<file path="config.mk">
export PLATFORM = sky130hd
export DESIGN_NAME = hazard_unit
export DESIGN_NICKNAME = d
export VERILOG_FILES = /design/src/rtl/hazard_unit.sv
export SDC_FILE = /design/constraint.sdc
export NUM_CORES = 1
export LEC_CHECK = 0
export BUFFER_PORTS_ARGS = -buffer_cell sky130_fd_sc_hd__buf_2
export CORE_ASPECT_RATIO = 0.5
export CORE_UTILIZATION = 25
export DETAILED_ROUTE_END_ITERATION = 16
export RECOVER_POWER = 25
export SYNTH_ARGS = -nofsm -noshare
export SYNTH_HDL_FRONTEND = slang
export SYNTH_SLANG_ARGS = --single-unit
</file>
<file path="constraint.sdc">
create_clock -name clk -period 1.8 [get_ports clk]
set_input_delay 0.18 -clock clk [delete_from_list [all_inputs] [get_ports clk]]
set_output_delay 0.18 -clock clk [all_outputs]
set_load 0.02 [all_outputs]
</file>
<file path="src/rtl/hazard_unit.sv">
// ---------------------------------------------------------------------------
// hazard_unit
// Pipeline control for the 5-stage RV32I core. Drives the hold (stall*) and
// bubble (flush*) controls of the per-stage pipeline registers, selects EX
// operand forwarding, and runs the MEM-stage data-memory req/ack handshake.
// An unacknowledged memory access freezes the whole pipeline.
//
// Ports:
//   clk, reset                    core clock, synchronous active-high reset
//   rsD, rtD / rsE, rtE           source registers of ID / EX instructions
//   writereg{E,M,W}, regwrite{E,M,W}  destination + write enable per stage
//   memtoregE                     EX instruction is a load
//   pcsrcE                        taken branch/jump resolved in EX
//   memopM, dmem_ack              MEM access pending / memory completes it
//   dmem_req                      data access request
//   stall{F,D,E,M}                hold PC / IF-ID / ID-EX / EX-MEM
//   flush{D,E,M,W}                clear IF-ID / ID-EX / EX-MEM / MEM-WB
//   forwardaE, forwardbE          00 regfile, 01 WB result, 10 MEM aluout
//   mem_err                       sticky memory-timeout flag
//   stall_count                   saturating count of cycles with stallF=1
//
// state | meaning
// ------+---------------------------------------------------------------
// IDLE  | no access outstanding; a new MEM op is requested combinationally
// WAIT  | access requested earlier, still waiting for dmem_ack
// ---------------------------------------------------------------------------
module hazard_unit #(
    parameter int TIMEOUT = 64,
    parameter int CNT_W   = 32
) (
    input  logic             clk,
    input  logic             reset,
    input  logic [4:0]       rsD,
    input  logic [4:0]       rtD,
    input  logic [4:0]       rsE,
    input  logic [4:0]       rtE,
    input  logic [4:0]       writeregE,
    input  logic [4:0]       writeregM,
    input  logic [4:0]       writeregW,
    input  logic             regwriteE,
    input  logic             regwriteM,
    input  logic             regwriteW,
    input  logic             memtoregE,
    input  logic             pcsrcE,
    input  logic             memopM,
    input  logic             dmem_ack,
    output logic             dmem_req,
    output logic             stallF,
    output logic             stallD,
    output logic             stallE,
    output logic             stallM,
    output logic             flushD,
    output logic             flushE,
    output logic             flushM,
    output logic             flushW,
    output logic [1:0]       forwardaE,
    output logic [1:0]       forwardbE,
    output logic             mem_err,
    output logic [CNT_W-1:0] stall_count
);

    localparam int              WC_W   = $clog2(TIMEOUT + 1);
    localparam logic [WC_W-1:0] TO_CNT = WC_W'(TIMEOUT);

    typedef enum logic [0:0] {
        IDLE = 1'b0,
        WAIT = 1'b1
    } state_e;

    state_e           state_q, state_d;
    logic [WC_W-1:0]  wait_cnt_q, wait_cnt_d;
    logic             mem_err_q, mem_err_d;
    logic [CNT_W-1:0] stall_count_q, stall_count_d;

    logic mstall;
    logic lwstall;

    always_ff @(posedge clk) begin
        if (reset) begin
            state_q       <= IDLE;
            wait_cnt_q    <= '0;
            mem_err_q     <= 1'b0;
            stall_count_q <= '0;
        end else begin
            state_q       <= state_d;
            wait_cnt_q    <= wait_cnt_d;
            mem_err_q     <= mem_err_d;
            stall_count_q <= stall_count_d;
        end
    end

    // Next state and wait counter; the counter only runs while in WAIT
    // without an ack and is zero on entry to WAIT and throughout IDLE.
    always_comb begin
        state_d    = state_q;
        wait_cnt_d = '0;
        case (state_q)
            IDLE: begin
                if (memopM && !dmem_ack) state_d = WAIT;
            end
            WAIT: begin
                if (dmem_ack) begin
                    state_d = IDLE;
                end else if (wait_cnt_q == TO_CNT) begin
                    wait_cnt_d = wait_cnt_q;
                end else begin
                    wait_cnt_d = wait_cnt_q + WC_W'(1);
                end
            end
            default: state_d = IDLE;
        endcase
        // Set on the same edge the counter reaches TIMEOUT.
        mem_err_d = mem_err_q | (wait_cnt_d == TO_CNT);
    end

    assign mstall  = ((state_q == WAIT) && !dmem_ack) ||
                     ((state_q == IDLE) && memopM && !dmem_ack);
    assign lwstall = memtoregE && regwriteE && (writeregE != 5'd0) &&
                     ((writeregE == rsD) || (writeregE == rtD));

    function automatic logic [1:0] fwd_sel(input logic [4:0] src);
        if (regwriteM && (writeregM != 5'd0) && (writeregM == src))
            return 2'b10;
        else if (regwriteW && (writeregW != 5'd0) && (writeregW == src))
            return 2'b01;
        else
            return 2'b00;
    endfunction

    always_comb begin
        stallF    = 1'b0;
        stallD    = 1'b0;
        stallE    = 1'b0;
        stallM    = 1'b0;
        flushD    = 1'b0;
        flushE    = 1'b0;
        flushM    = 1'b0;
        flushW    = 1'b0;
        dmem_req  = 1'b0;
        forwardaE = 2'b00;
        forwardbE = 2'b00;
        if (reset) begin
            flushD = 1'b1;
            flushE = 1'b1;
            flushM = 1'b1;
            flushW = 1'b1;
        end else begin
            dmem_req  = (state_q == WAIT) || ((state_q == IDLE) && memopM);
            forwardaE = fwd_sel(rsE);
            forwardbE = fwd_sel(rtE);
            if (mstall) begin
                // Freeze everything; the MEM-WB bubble keeps the stalled
                // instruction from being retired twice.
                stallF = 1'b1;
                stallD = 1'b1;
                stallE = 1'b1;
                stallM = 1'b1;
                flushW = 1'b1;
            end else if (pcsrcE) begin
                flushD = 1'b1;
                flushE = 1'b1;
            end else if (lwstall) begin
                stallF = 1'b1;
                stallD = 1'b1;
                flushE = 1'b1;
            end
        end
    end

    assign stall_count_d = (stallF && (stall_count_q != '1)) ?
                           stall_count_q + CNT_W'(1) : stall_count_q;

    assign mem_err     = mem_err_q;
    assign stall_count = stall_count_q;

endmodule
</file>
# Yosys cells after proc, flatten, opt, wreduce, memory -nomap -nowiden
# Index checks and enable logic that the tools add are counted.
# totals
ramBits	0
mem_bits_ro	0
mem_count	0
latchBits	0
register_bits	41
# classes
n_div	0
n_addsub	2
n_eq_ne	9
bitwise_logic	2
muxes	27
n_reduce_logical	21
shifts	0
magnitude_cmp	0
mul	0
# op_table
op	n
adder 32 x 1 -> 32 bit (second input constant)	1
inequality test 32 bit (second input constant)	1
== test 5 bit	6
2-to-1 mux 7 bit	3
2-to-1 mux 1 bit	19
nonzero test 5 bit	3
== test 7 bit (second input constant)	2
logical AND 1 bit	14
2-to-1 mux 2 bit	4
adder 7 x 1 -> 7 bit (second input constant)	1
logical OR 1 bit	3
one-hot mux 1 bit (2 select lines)	1
logical NOT 1 bit	1
NOT 1 bit	1
bitwise OR 1 bit	1

# Logic depth before layout (Yosys ltp)
# logic_depth
depth_word	8
ltp_mapped	9
ltp_nobuf	7

# Worst setup path after synthesis
# No wires, ideal clock.
# synth_timing
path_type	flip-flop to flip-flop
start	register state_q
end	register stall_count_q[29] (netlist: stall_count[29])
required_time_ps	1729
path_stages_with_launch	7
arrival_time_ps	1991
period_less_slack_ps	2062
slack_ps	-262
path_cell_list	dfxtp_1 -> nor2_1 -> nor3_1 -> a31o_1 -> nand2_2 -> or4_1 -> a21oi_1
# synth_between
elab_chain_cells	7
# synth_lines
item	line_no	text
start: declaration	70	state_e state_q, state_d;
start signal: assignment	85	state_q <= state_d;
NOT 1 bit	n/a	
logical AND 1 bit (2 in series)	117	((state_q == IDLE) && memopM && !dmem_ack);
logical OR 1 bit *	116	assign mstall = ((state_q == WAIT) && !dmem_ack) ||
2-to-1 mux 1 bit *	151	if (mstall) begin
2-to-1 mux 1 bit *	142	if (reset) begin
logical AND 1 bit *	170	assign stall_count_d = (stallF && (stall_count_q != '1)) ?
end signal: assignment	88	stall_count_q <= stall_count_d;
end: declaration	73	logic [CNT_W-1:0] stall_count_q, stall_count_d;
# Mark *: on every way between the ends. The rest lies on a longest branch, timed or not.
# A chain may end at the register's enable or synchronous reset.

# Final worst setup path
# layout_timing
start	input port writeregE[0]
end	output port stallD
# layout_between
elab_chain_cells	7
# layout_lines
item	line_no	text
start: declaration	37	input logic [4:0] writeregE,
== test 5 bit or nonzero test 5 bit (tied branches)	119, 118	
logical OR 1 bit or logical AND 1 bit (tied branches)	119, 118	
logical AND 1 bit *	118	assign lwstall = memtoregE && regwriteE && (writeregE != 5'd0) &&
2-to-1 mux 1 bit *	162	end else if (lwstall) begin
2-to-1 mux 1 bit *	159	end else if (pcsrcE) begin
2-to-1 mux 1 bit *	151	
2-to-1 mux 1 bit *	142	
end: declaration	49	output logic stallD,
# Marks and branches as above.

==> flow_summary.json <==
{
  "setup_violations": 0,
  "outcome": "completed",
  "synth_warnings": 0,
  "num_vias": 2532,
  "routabilityCongestion": 0.848,
  "rsz0062_at_grt": "true",
  "cts_tree": "built",
  "grt_pass1_wl_mm": 11.7,
  "routed_wl_mm": 6.99,
  "drv_cap": 0,
  "cts_sinks": 41,
  "yosys.area_share.adder": 0.0147,
  "fin_nets": 490,
  "grt_antenna_before_repair": 0,
  "fp.dieH_um": 73.4,
  "yosys_register_bits": 41,
  "synthTopCellsByArea": "dfxtp_1 (32%), xor2_1 (13%), xnor2_1 (8.6%)",
  "critPathCaptureType": "primary output",
  "pin_count": 90,
  "syn_avg_cell_area_um2": 8.44,
  "cp_max_fo": 16,
  "cts_made_buffers": 5,
  "grt_pass1_vias": 2483,
  "report.final.slew_viol_count": 0,
  "drc": 0,
  "detail-route-antenna-nets": 0,
  "cts_max_level": 2,
  "path_class": "in -> out",
  "layout_setup_ws_ns": 0.0422,
  "synth_top_area_frac": 0.322,
  "clockRootBuffer": "clkbuf_16",
  "layout-drive-gt1-share": 0.441,
  "synth.most_common_cell": "nor2_1",
  "final_cell_area_um2": 3830,
  "period_share": 0.977,
  "synth_edf_count": 0,
  "via_per_inst": 4.37,
  "synthSimpleGateAreaFrac": 0.351,
  "cp-start-kind": "primary input",
  "syn_area_um2": 2550,
  "final_cell_count_no_fill": 579,
  "clk_pin_slew_ns": 0.06,
  "ir_worst_vdd_v": 0.000298,
  "hold_buffers": 0,
  "ys_seq_area_frac": 0.322,
  "core_um2": 9670,
  "port-buffer-count": 89,
  "cp.arrival_ns": 1.58,
  "slew_headroom": 0.789,
  "worst_slew_pin_slew_ns": 0.312,
  "grt_usage": 0.138,
  "post-route-min-period_ns": 1.76,
  "die_area_um2": 10600,
  "min-delay-path-class": "in -> reg",
  "synth.distinct_cells": 41,
  "hpwl_mm": 5.38,
  "synth_compound_area_frac": 0.0476,
  "postSynthCellCount": 302,
  "place_area_um2": 3520,
  "start_util": 0.264,
  "drt-initial-drc-count": 138,
  "clk_path_buf_depth": 2,
  "dp.cells": 564,
  "die_w_um": 145,
  "synthArstFlopShare": 0,
  "power_density_nw_per_um2": 539,
  "synthMuxAreaShare": 0.00785,
  "firstDrtPassIters": 6,
  "fin_setup_tns_ns": 0,
  "diodes": 0,
  "synth_top_flop_cell": "dfxtp_1",
  "power_uw": 2060,
  "wl_per_cell_um": 12.1,
  "place_ws_ns": -0.118,
  "synth.top_cells.by_count": "nor2_1 (46), dfxtp_1 (41), xor2_1 (38)",
  "fp-row-count": 25,
  "grt_overflow": 0,
  "leakagePower_uw": 0.00163,
  "max_freq_mhz": 569,
  "syn-num-nets": 349,
  "area_growth_pct": 50.3,
  "synthXorXnorAreaFrac": 0.216,
  "final_hold_viol_count": 0,
  "grt_max_degree": 26,
  "clkLatencyLatePin_ns": 0.28,
  "yosysTopAreaCell": "dfxtp_1",
  "required_ns": 1.62,
  "fin_skew_ns": 0.00667,
  "synth_top_family_by_area": "simple AND/OR/NAND/NOR gates"
}
==> flip-flops by register name, summed over array words and instances, names as in the netlist <==
name and count:
stall_count 32, wait_cnt_q 7, mem_err 1, state_q 1
==> cells in the final DEF (no fill, tap or decap), types with 4 or more instances in the layout <==
cell / Yosys / routed
or4_1: 6 / 5
nor3_1: 8 / 5
buf_4: 3 / 57
dfxtp_1: 41 / 20
nand3_2: 12 / 11
clkbuf_1: 5 / 20
a21oi_1: 6 / 5
clkbuf_16: 0 / 5
xor2_1: 38 / 38
nand4_1: 7 / 7
nor2_1: 46 / 45
nand3_1: 22 / 21
buf_6: 3 / 4
buf_2: 2 / 67
nand2_1: 14 / 14
and3_1: 14 / 10
inv_1: 4 / 4
xnor2_1: 25 / 25
and3_4: 0 / 4
dfxtp_2: 0 / 19
==> what timing repair did <==
item,4_1_cts,5_1_grt
pin swaps,0,11
setup endpoints to repair,17,31
setup buffers,0,7
gates resized for setup,5,31
==> cell families (layout without fill, tap and decap cells) <==
group	Yosys count	count (layout)
XOR/XNOR	63	63
AO/OA/AOI/OAI	19	19
flip-flops	41	41
AND/OR/NAND/NOR	156	156
multiplexers	2	2
buffers and inverters	18	160
adder cells (fa/ha/maj)	3	3
==> power breakdown <==
part | switching (µW) | internal (µW) | total, µW | leakage [µW]
clock | 355 | 509 | 864 | 0.0000706
sequential | 2.52 | 908 | 911 | 0.000342
combinational | 151 | 138 | 289 | 0.00121
==> metrics by stage <==
stage                     hold WS (ns)   util
final                            0.117  0.396
after global routing             0.133  0.396
after CTS                        0.114  0.381
after detailed placement         0.408  0.364
after global placement           0.400  0.364
after floorplan                  0.257      -
==> worst max-delay path, stage by stage <==
cell and delay, ns:
buf_2 0.12, or3_1 0.36, o311a_1 0.32, a31o_4 0.27
buf_6 0.16, buf_2 0.17
==> layer usage <==
| layer | GRT usage | vias up | share of wire |
|---|---|---|---|
| met5 | 0 | - | 0 |
| met4 | 0.0409 | 0 | 0.0057 |
| met3 | 0.0339 | 2 | 0.045 |
| met2 | 0.234 | 47 | 0.47 |
| met1 | 0.175 | 1154 | 0.47 |
| li1 | - | 1329 | - |
==> final timing paths <==
check / cells past startpoint / slack, ns / to / startpoint
setup / recovery: 6 / 0.04 / stallD / writeregE[0]
hold / removal: 2 / 0.12 / state_q / dmem_ack
setup reg to reg: 7 / 0.05 / stall_count[21] / stall_count[8]
hold reg to reg: 2 / 0.47 / mem_err / mem_err
==> cell type report <==
class                           count  area, µm²
Clock buffer                        6        129
Clock inverter                      2       10.0
Fill cell                         987       5840
Inverter                            4       15.0
Multi-Input combinational cell    243       1760
Sequential cell                    41        852
Tap cell                          135        169
Timing Repair Buffer              148        900
Note: power is estimated with default switching activity, not from simulation.
